<file path="config.mk">
export PLATFORM = sky130hd
export DESIGN_NAME = connect_return_chain
export DESIGN_NICKNAME = d
export VERILOG_FILES = /design/src/rtl/connect_return_pkg.sv /design/src/rtl/connect_return_stage.sv /design/src/rtl/connect_return_chain.sv
export SDC_FILE = /design/constraint.sdc
export NUM_CORES = 1
export LEC_CHECK = 0
export CAP_MARGIN = 15
export CORE_AREA = 2 2 39 41
export DETAILED_ROUTE_END_ITERATION = 10
export DIE_AREA = 0 0 41 43
export PLACE_DENSITY = 0.46
export REMOVE_ABC_BUFFERS = 1
export SLEW_MARGIN = 20
export SYNTH_ARGS = -nofsm -noshare
export SYNTH_HDL_FRONTEND = slang
export SYNTH_HIERARCHICAL = 1
export SYNTH_SLANG_ARGS = --single-unit
export TNS_END_PERCENT = 100
</file>
<file path="constraint.sdc">
create_clock -name clk -period 1.8 [get_ports clk]
set_clock_uncertainty 0.2 [all_clocks]
set_input_delay 0.45 -clock clk [delete_from_list [all_inputs] [get_ports clk]]
set_output_delay 0.45 -clock clk [all_outputs]
set_load 0.02 [all_outputs]
</file>
<file path="src/rtl/connect_return_pkg.sv">
// Shared types and helpers for the return-direction elastic chain.
package connect_return_pkg;

  // Per-stage occupancy: EMPTY holds nothing, BUSY holds main, FULL holds main + skid.
  typedef enum logic [1:0] {
    EMPTY = 2'd0,
    BUSY  = 2'd1,
    FULL  = 2'd2
  } stage_state_e;

  // Width needed to count 0..2*depth held entries.
  function automatic int occ_width(input int depth);
    return $clog2(2 * depth + 1);
  endfunction

endpackage

</file>
<file path="src/rtl/connect_return_stage.sv">
// One 2-entry skid stage of the return chain.
//
// state | meaning
// ------+-----------------------------------------------
// EMPTY | nothing held, accepting, not presenting
// BUSY  | main holds the head item, still accepting
// FULL  | main + skid both hold items, input stalled
//
// All handshake outputs decode from state_q only, so there is no
// combinational valid->ready or ready->ready path through a stage.
module connect_return_stage
  import connect_return_pkg::*;
#(
  parameter int WIDTH = 1
) (
  input  logic             clk,
  input  logic             reset,
  input  logic             in_valid,
  output logic             in_ready,
  input  logic [WIDTH-1:0] in_bits,
  output logic             out_valid,
  input  logic             out_ready,
  output logic [WIDTH-1:0] out_bits
);

  stage_state_e     state_q, state_d;
  logic [WIDTH-1:0] main_q, main_d;
  logic [WIDTH-1:0] skid_q, skid_d;
  logic             in_fire;
  logic             out_fire;

  assign in_ready  = (state_q != FULL);
  assign out_valid = (state_q != EMPTY);
  assign out_bits  = main_q;
  assign in_fire   = in_valid && in_ready;
  assign out_fire  = out_valid && out_ready;

  // Next-state and payload steering; main always carries the oldest item.
  always_comb begin
    state_d = state_q;
    main_d  = main_q;
    skid_d  = skid_q;
    case (state_q)
      EMPTY: begin
        if (in_fire) begin
          main_d  = in_bits;
          state_d = BUSY;
        end
      end
      BUSY: begin
        if (in_fire && out_fire) begin
          main_d = in_bits;
        end else if (in_fire) begin
          skid_d  = in_bits;
          state_d = FULL;
        end else if (out_fire) begin
          state_d = EMPTY;
        end
      end
      FULL: begin
        if (out_fire) begin
          main_d  = skid_q;
          state_d = BUSY;
        end
      end
      default: state_d = EMPTY;
    endcase
  end

  // State register with synchronous reset; payload is left unreset on purpose.
  always_ff @(posedge clk) begin
    if (reset) begin
      state_q <= EMPTY;
    end else begin
      state_q <= state_d;
    end
    main_q <= main_d;
    skid_q <= skid_d;
  end

endmodule

</file>
<file path="src/rtl/connect_return_chain.sv">
// Elastic return path: DEPTH registered skid stages from inner to outer level.
// Optional feature macro: CONNECT_RETURN_OCC_EN adds the io_occupancy counter port.
module connect_return_chain
  import connect_return_pkg::*;
#(
  parameter int WIDTH = 1,
  parameter int DEPTH = 2
) (
  input  logic             clk,
  input  logic             reset,
  input  logic             io_rsp_in_valid,
  output logic             io_rsp_in_ready,
  input  logic [WIDTH-1:0] io_rsp_in_bits,
  output logic             io_rsp_out_valid,
  input  logic             io_rsp_out_ready,
  output logic [WIDTH-1:0] io_rsp_out_bits
`ifdef CONNECT_RETURN_OCC_EN
  ,
  output logic [occ_width(DEPTH)-1:0] io_occupancy
`endif
);

  // Link k sits between stage k-1 and stage k; link 0 and link DEPTH are the ports.
  logic [DEPTH:0]   valid_c;
  logic [DEPTH:0]   ready_c;
  logic [WIDTH-1:0] bits_c [DEPTH+1];

  assign valid_c[0]       = io_rsp_in_valid;
  assign bits_c[0]        = io_rsp_in_bits;
  assign io_rsp_in_ready  = ready_c[0];
  assign io_rsp_out_valid = valid_c[DEPTH];
  assign io_rsp_out_bits  = bits_c[DEPTH];
  assign ready_c[DEPTH]   = io_rsp_out_ready;

  for (genvar k = 0; k < DEPTH; k++) begin : g_stage
    connect_return_stage #(
      .WIDTH(WIDTH)
    ) u_stage (
      .clk      (clk),
      .reset    (reset),
      .in_valid (valid_c[k]),
      .in_ready (ready_c[k]),
      .in_bits  (bits_c[k]),
      .out_valid(valid_c[k+1]),
      .out_ready(ready_c[k+1]),
      .out_bits (bits_c[k+1])
    );
  end

`ifdef CONNECT_RETURN_OCC_EN
  localparam int OW = occ_width(DEPTH);

  logic          in_fire;
  logic          out_fire;
  logic [OW-1:0] occ_q, occ_d;

  assign in_fire      = io_rsp_in_valid && io_rsp_in_ready;
  assign out_fire     = io_rsp_out_valid && io_rsp_out_ready;
  assign io_occupancy = occ_q;

  // Net change of held entries; the handshake keeps it within 0..2*DEPTH.
  always_comb begin
    occ_d = occ_q;
    case ({in_fire, out_fire})
      2'b10:   occ_d = occ_q + OW'(1);
      2'b01:   occ_d = occ_q - OW'(1);
      default: occ_d = occ_q;
    endcase
  end

  // Occupancy register, cleared together with the stages.
  always_ff @(posedge clk) begin
    if (reset) begin
      occ_q <= '0;
    end else begin
      occ_q <= occ_d;
    end
  end
`endif

endmodule

</file>
---- Yosys cells after proc, flatten, opt, wreduce, memory -nomap -nowiden ----
Cells that the tools add are included.
cells by class
  add/subtract/negate cells ............... 0
  multipliers ............................. 0
  divide/modulo/power cells ............... 0
  magnitude comparators ................... 0
  eq/ne operators ......................... 16
  shift operators ......................... 0
  muxes and demuxes ....................... 19
  bitwise logic cells ..................... 2
  reductions and logical operators ........ 17
operator list
  operator            count
  $mux 2              9
  $reduce_and 4->1    4
  $pmux 2 s3          2
  $ne 2x1->1 const B  5
  $ne 2x2->1 const B  5
  $mux 1              6
  $pmux 1 s3          2
  $reduce_and 3->1    2
  $reduce_bool 3->1   2
  $logic_and 1x1->1   5
  $eq 2x1->1 const B  2
  $eq 2x2->1 const B  2
  $logic_not 2->1     2
  $reduce_bool 2->1   2
  $ne 3x1->1 const B  1
  $ne 3x2->1 const B  1
  $not 1->1           2
word-level totals
  flip-flop bits (word level) ............. 8
  bits in latches ......................... 0
  memory bits (writable) .................. 0
  ROM bits ................................ 0
  bits of input ports ..................... 5
  output and inout port bits .............. 3
  memories kept ........................... 0

---- Logic depth before layout (Yosys ltp) ----
  depth in word-level cells ............... 6
  mapped depth ............................ 5
  mapped depth without buffers ............ 5

---- Hierarchy ----
Netlist, hierarchy kept.
modules (own cells, without submodules)
  module                instances  cells each  area each (um^2)  sequential area each (um^2)
  connect_return_stage  2          18          187.7             100.1

---- Least setup slack after synthesis ----
OpenSTA, ideal clock, no wires.
  path kind ............................... flip-flop to flip-flop
  from .................................... reg g_stage[1].u_stage.state_q[1]
  to ...................................... reg g_stage[0].u_stage.state_q[0]
  library setup time ...................... 0.066 ns
  arrival time ............................ 1.205 ns
  data required time ...................... 1.534 ns
  slack ................................... 0.329 ns
  stages on the path, launching flop included .. 6
  path buffers ............................ 0
  clock period less this slack ............ 1.471 ns
  path through ............................ dfxtp_1 -> nor2b_1 -> inv_1 -> nand2b_1 -> o32a_1 -> a21oi_2
on the way
  cells in the longest elaborated chain, start to end .. 5
  elaborated cells on any way between the ends .. 7
RTL lines
  item                          RTL line                    source
  start: declaration            connect_return_stage.sv:26  stage_state_e state_q, state_d;
  start signal: assignment      connect_return_stage.sv:75  state_q <= state_d;
  $ne 2x2->1 *                  connect_return_stage.sv:32  assign in_ready = (state_q != FULL);
  named net ready_c[1]          connect_return_chain.sv:25  logic [DEPTH:0] ready_c;
  $logic_and 1x1->1 *           connect_return_stage.sv:36  assign out_fire = out_valid && out_ready;
  $logic_and 1x1->1             connect_return_stage.sv:51  if (in_fire && out_fire) begin
  $ne 2x2->1 (no line)          n/a
  $reduce_and 4->1 (no line) *  n/a
  end signal: assignment        connect_return_stage.sv:75
  end: declaration              connect_return_stage.sv:26
Mark *: on every way through the listed nets, which the timed path passes. The rest lies on a longest branch.
A chain may end at the register's enable or synchronous reset.

---- Worst setup path in the final report ----
  from .................................... reg g_stage[0].u_stage.state_q[1]
  to ...................................... out io_rsp_in_ready
on the way
  cells in the longest elaborated chain, start to end .. 1
RTL lines
  item              RTL line                    source
  $ne 2x2->1        connect_return_stage.sv:32
  end: declaration  connect_return_chain.sv:12  output logic io_rsp_in_ready,
No other way between the ends.

==> impl_metrics.env <==
export IMPL_hold_slack_ns=0.255
export IMPL_holdPathStages=0
export IMPL_critPathKind="register to output port"
export IMPL_ir_drop_mv=0.437
export IMPL_clkTransAtPathRegs_ns=0.05
export IMPL_core_um2=1380
export IMPL_syn_inst=36
export IMPL_dr_total_vias=312
export IMPL_cts_inserted_buffers=3
export IMPL_cp_end_kind="output port"
export IMPL_hold_viol_final=0
export IMPL_htree_levels=1
export IMPL_syn_avg_cell_area_um2=10.4
export IMPL_grt_pass1_vias=294
export IMPL_hpwlAfterDp_um=576
export IMPL_clk_latency_ns=0.24
export IMPL_r2r_end="g_stage[0].u_stage/state_q[0]$_SDFFE_PP0P_"
export IMPL_start_kind="register"
export IMPL_critPathMaxFanout=2
export IMPL_wirelength_um=670
export IMPL_start_util=0.271
export IMPL_synth_seq_cells=8
export IMPL_synthMuxAreaShare=0.0600
export IMPL_drtPass1Iterations=4
export IMPL_synth_simple_area_share=0.233
export IMPL_crit_path_cell_trace="nor2b_2, inv_1, dlygate4sd2_1"
export IMPL_syn_to_final_growth_pct=45.7
export IMPL_grt_pass1_wl_mm=1.06
export IMPL_netlist_area_um2=375
export IMPL_p_leak_uw=0.000209
export IMPL_slew_headroom=0.871
export IMPL_layout_cells_non_filler=71
export IMPL_powerDensity_nw_per_um2=702
export IMPL_cp_arrival_ns=1.07
export IMPL_ant_nets=0
export IMPL_cts_max_path_buffers=2
export IMPL_place_inst=67
export IMPL_antenna_cells=0
export IMPL_synthAdderAreaFrac=0
export IMPL_clock_root_buffer="clkbuf_4"
export IMPL_synth_cell_types=13
export IMPL_post_cts_buffers=0
export IMPL_min_path_type="register to register"
export IMPL_cts_tree="yes"
export IMPL_rr_worst_depth=6
export IMPL_die_x_um=41
export IMPL_seq_area_frac_synth=0.533
export IMPL_final_util=0.395
export IMPL_drive_gt1_frac=0.345
export IMPL_max_cap_violations=0
export IMPL_gp_routability_congestion=0.747
export IMPL_status="completed"
export IMPL_dieHeight_um=43
export IMPL_yosysWarnings=6
export IMPL_portBuffers=7
export IMPL_ff2ff_setup_slack_ns=0.21
export IMPL_final_nets=61
export IMPL_gr_total_overflow=0
export IMPL_grt_max_degree=6
export IMPL_wl_per_cell_um=9.44
export IMPL_fmax_mhz=580
export IMPL_clock_sinks=8
export IMPL_drc_errors=0
export IMPL_final_setup_worst_slack_ns=0.0750
export IMPL_min_period_over_period=0.958
export IMPL_rows=14
export IMPL_grt_use_total=0.0937
export IMPL_synth_compound_area_frac=0.153
export IMPL_synth_top_family_by_area="simple AND/OR/NAND/NOR gates"
export IMPL_first_iter_violations=4
export IMPL_worstReg2RegStart="g_stage[1].u_stage/state_q[1]$_SDFFE_PP0P_"
export IMPL_rsz0062_at_grt="no"
export IMPL_finalCriticalPeriod_ns=1.72
export IMPL_ios=8
export IMPL_final_setup_tns_ns=0
export IMPL_synth_xor_area_frac=0
export IMPL_die_area_um2=1760
export IMPL_pre_cts_slack_ns=-0.0162
export IMPL_hold_start="g_stage[0].u_stage/out_bits$_DFFE_PP_"
export IMPL_avgViaCountPerCell=4.39
export IMPL_worst_pin_slew_ns=0.192
export IMPL_drv_slew=0
export IMPL_setup_viol=0
export IMPL_cp_data_required_time_ns=1.15
export IMPL_min_to="g_stage[1].u_stage/skid_q$_DFFE_PP_"
export IMPL_antenna_found_initial=0
export IMPL_critical_path_max_stage_delay_ns=0.32
export IMPL_cpMaxStageDelayCell="dfxtp_1"
report_power, final:
part | switching (uW) | leakage, uW | total, uW | internal [uW]
registers | 2.09 | 0.0000698 | 200 | 197
logic | 19.7 | 0.000124 | 45.7 | 26.0
clock network | 54.1 | 0.0000150 | 138 | 84.3
sequential cells by signal (all words and copies together) (netlist names):
signal,cells
g_stage.u_stage/skid_q,2
g_stage.u_stage/state_q,4
g_stage.u_stage/out_bits,2
cell type report:
class	instances	area, um2
Timing Repair Buffer	15	123
Clock buffer	4	26.3
Tap cell	16	20.0
Inverter	2	7.51
Fill cell	131	837
Multi-Input combinational cell	26	170
Sequential cell	8	200
kinds of logic (layout without fill, tap and decap cells):
family	Yosys count	in the layout
compound gates	8	8
buf+inv	2	21
flops	8	8
mux	2	2
simple gates	16	16
worst max-delay path: cells and delay by family, from the launching register on:
family	cells	cell delay, ns
buffers and inverters	2	0.35
flip-flops	1	0.32
AND/OR/NAND/NOR	1	0.16
worst max path at each step:
stage | from | to | slack (ns) | depth (start not counted)
after floorplan | g_stage[1].u_stage/state_q[1]$_SDFFE_PP0P_ | g_stage[0].u_stage/state_q[0]$_SDFFE_PP0P_ | 0.33 | 5
after global placement | io_rsp_out_ready | g_stage[1].u_stage/state_q[0]$_SDFFE_PP0P_ | 0.03 | 4
after detailed placement | io_rsp_in_valid | g_stage[0].u_stage/out_bits$_DFFE_PP_ | -0.02 | 4
after CTS | g_stage[0].u_stage/state_q[1]$_SDFFE_PP0P_ | io_rsp_in_ready | 0.02 | 3
after global routing | g_stage[0].u_stage/state_q[1]$_SDFFE_PP0P_ | io_rsp_in_ready | 0.02 | 3
final | g_stage[0].u_stage/state_q[1]$_SDFFE_PP0P_ | io_rsp_in_ready | 0.08 | 3
metrics by stage:
step                total power, uW  cell area [um2]
floorplan                       224              375
global placement                250              526
detailed placement              251              526
CTS                             394              549
global route                    411              547
finish                          384              547
routing by layer:
layer / wire, um / track usage
met1: 338 / 0.107
met2: 312 / 0.125
met3: 15 / 0.0838
met4: 2 / 0.0267
met5: 0 / 0
cell usage after synthesis, drive strengths merged:
library cell / number / area (um2)
or2: 2 / 12.5
dfxtp: 4 / 80.1
a21oi: 4 / 27.5
nor2b: 6 / 37.5
nor3: 2 / 10.0
inv: 2 / 7.51
edfxtp: 4 / 120
o21ai: 2 / 10.0
o32a: 2 / 20.0
mux2: 2 / 22.5
nand2b: 2 / 12.5
nand2: 4 / 15.0
timing repair:
action,in CTS,in global routing
resized for setup,4,2
cloned,0,0
hold buffers,0,0
endpoints found under the setup margin,3,2
cells in the final DEF, fill, tap and decap left out:
master,instances
dfxtp_1,4
a21oi_1,2
nor2b_2,1
a21oi_2,2
clkdlybuf4s50_1,4
mux2_2,2
nand2_1,4
or2_2,2
nor3_1,2
clkbuf_1,1
nand2b_1,2
nor2b_1,5
buf_4,8
clkbuf_4,3
inv_1,2
clkbuf_2,1
o32a_1,2
edfxtp_1,4
o21ai_0,2
dlygate4sd2_1,2
No activity file was read; power rests on OpenSTA's default activity.
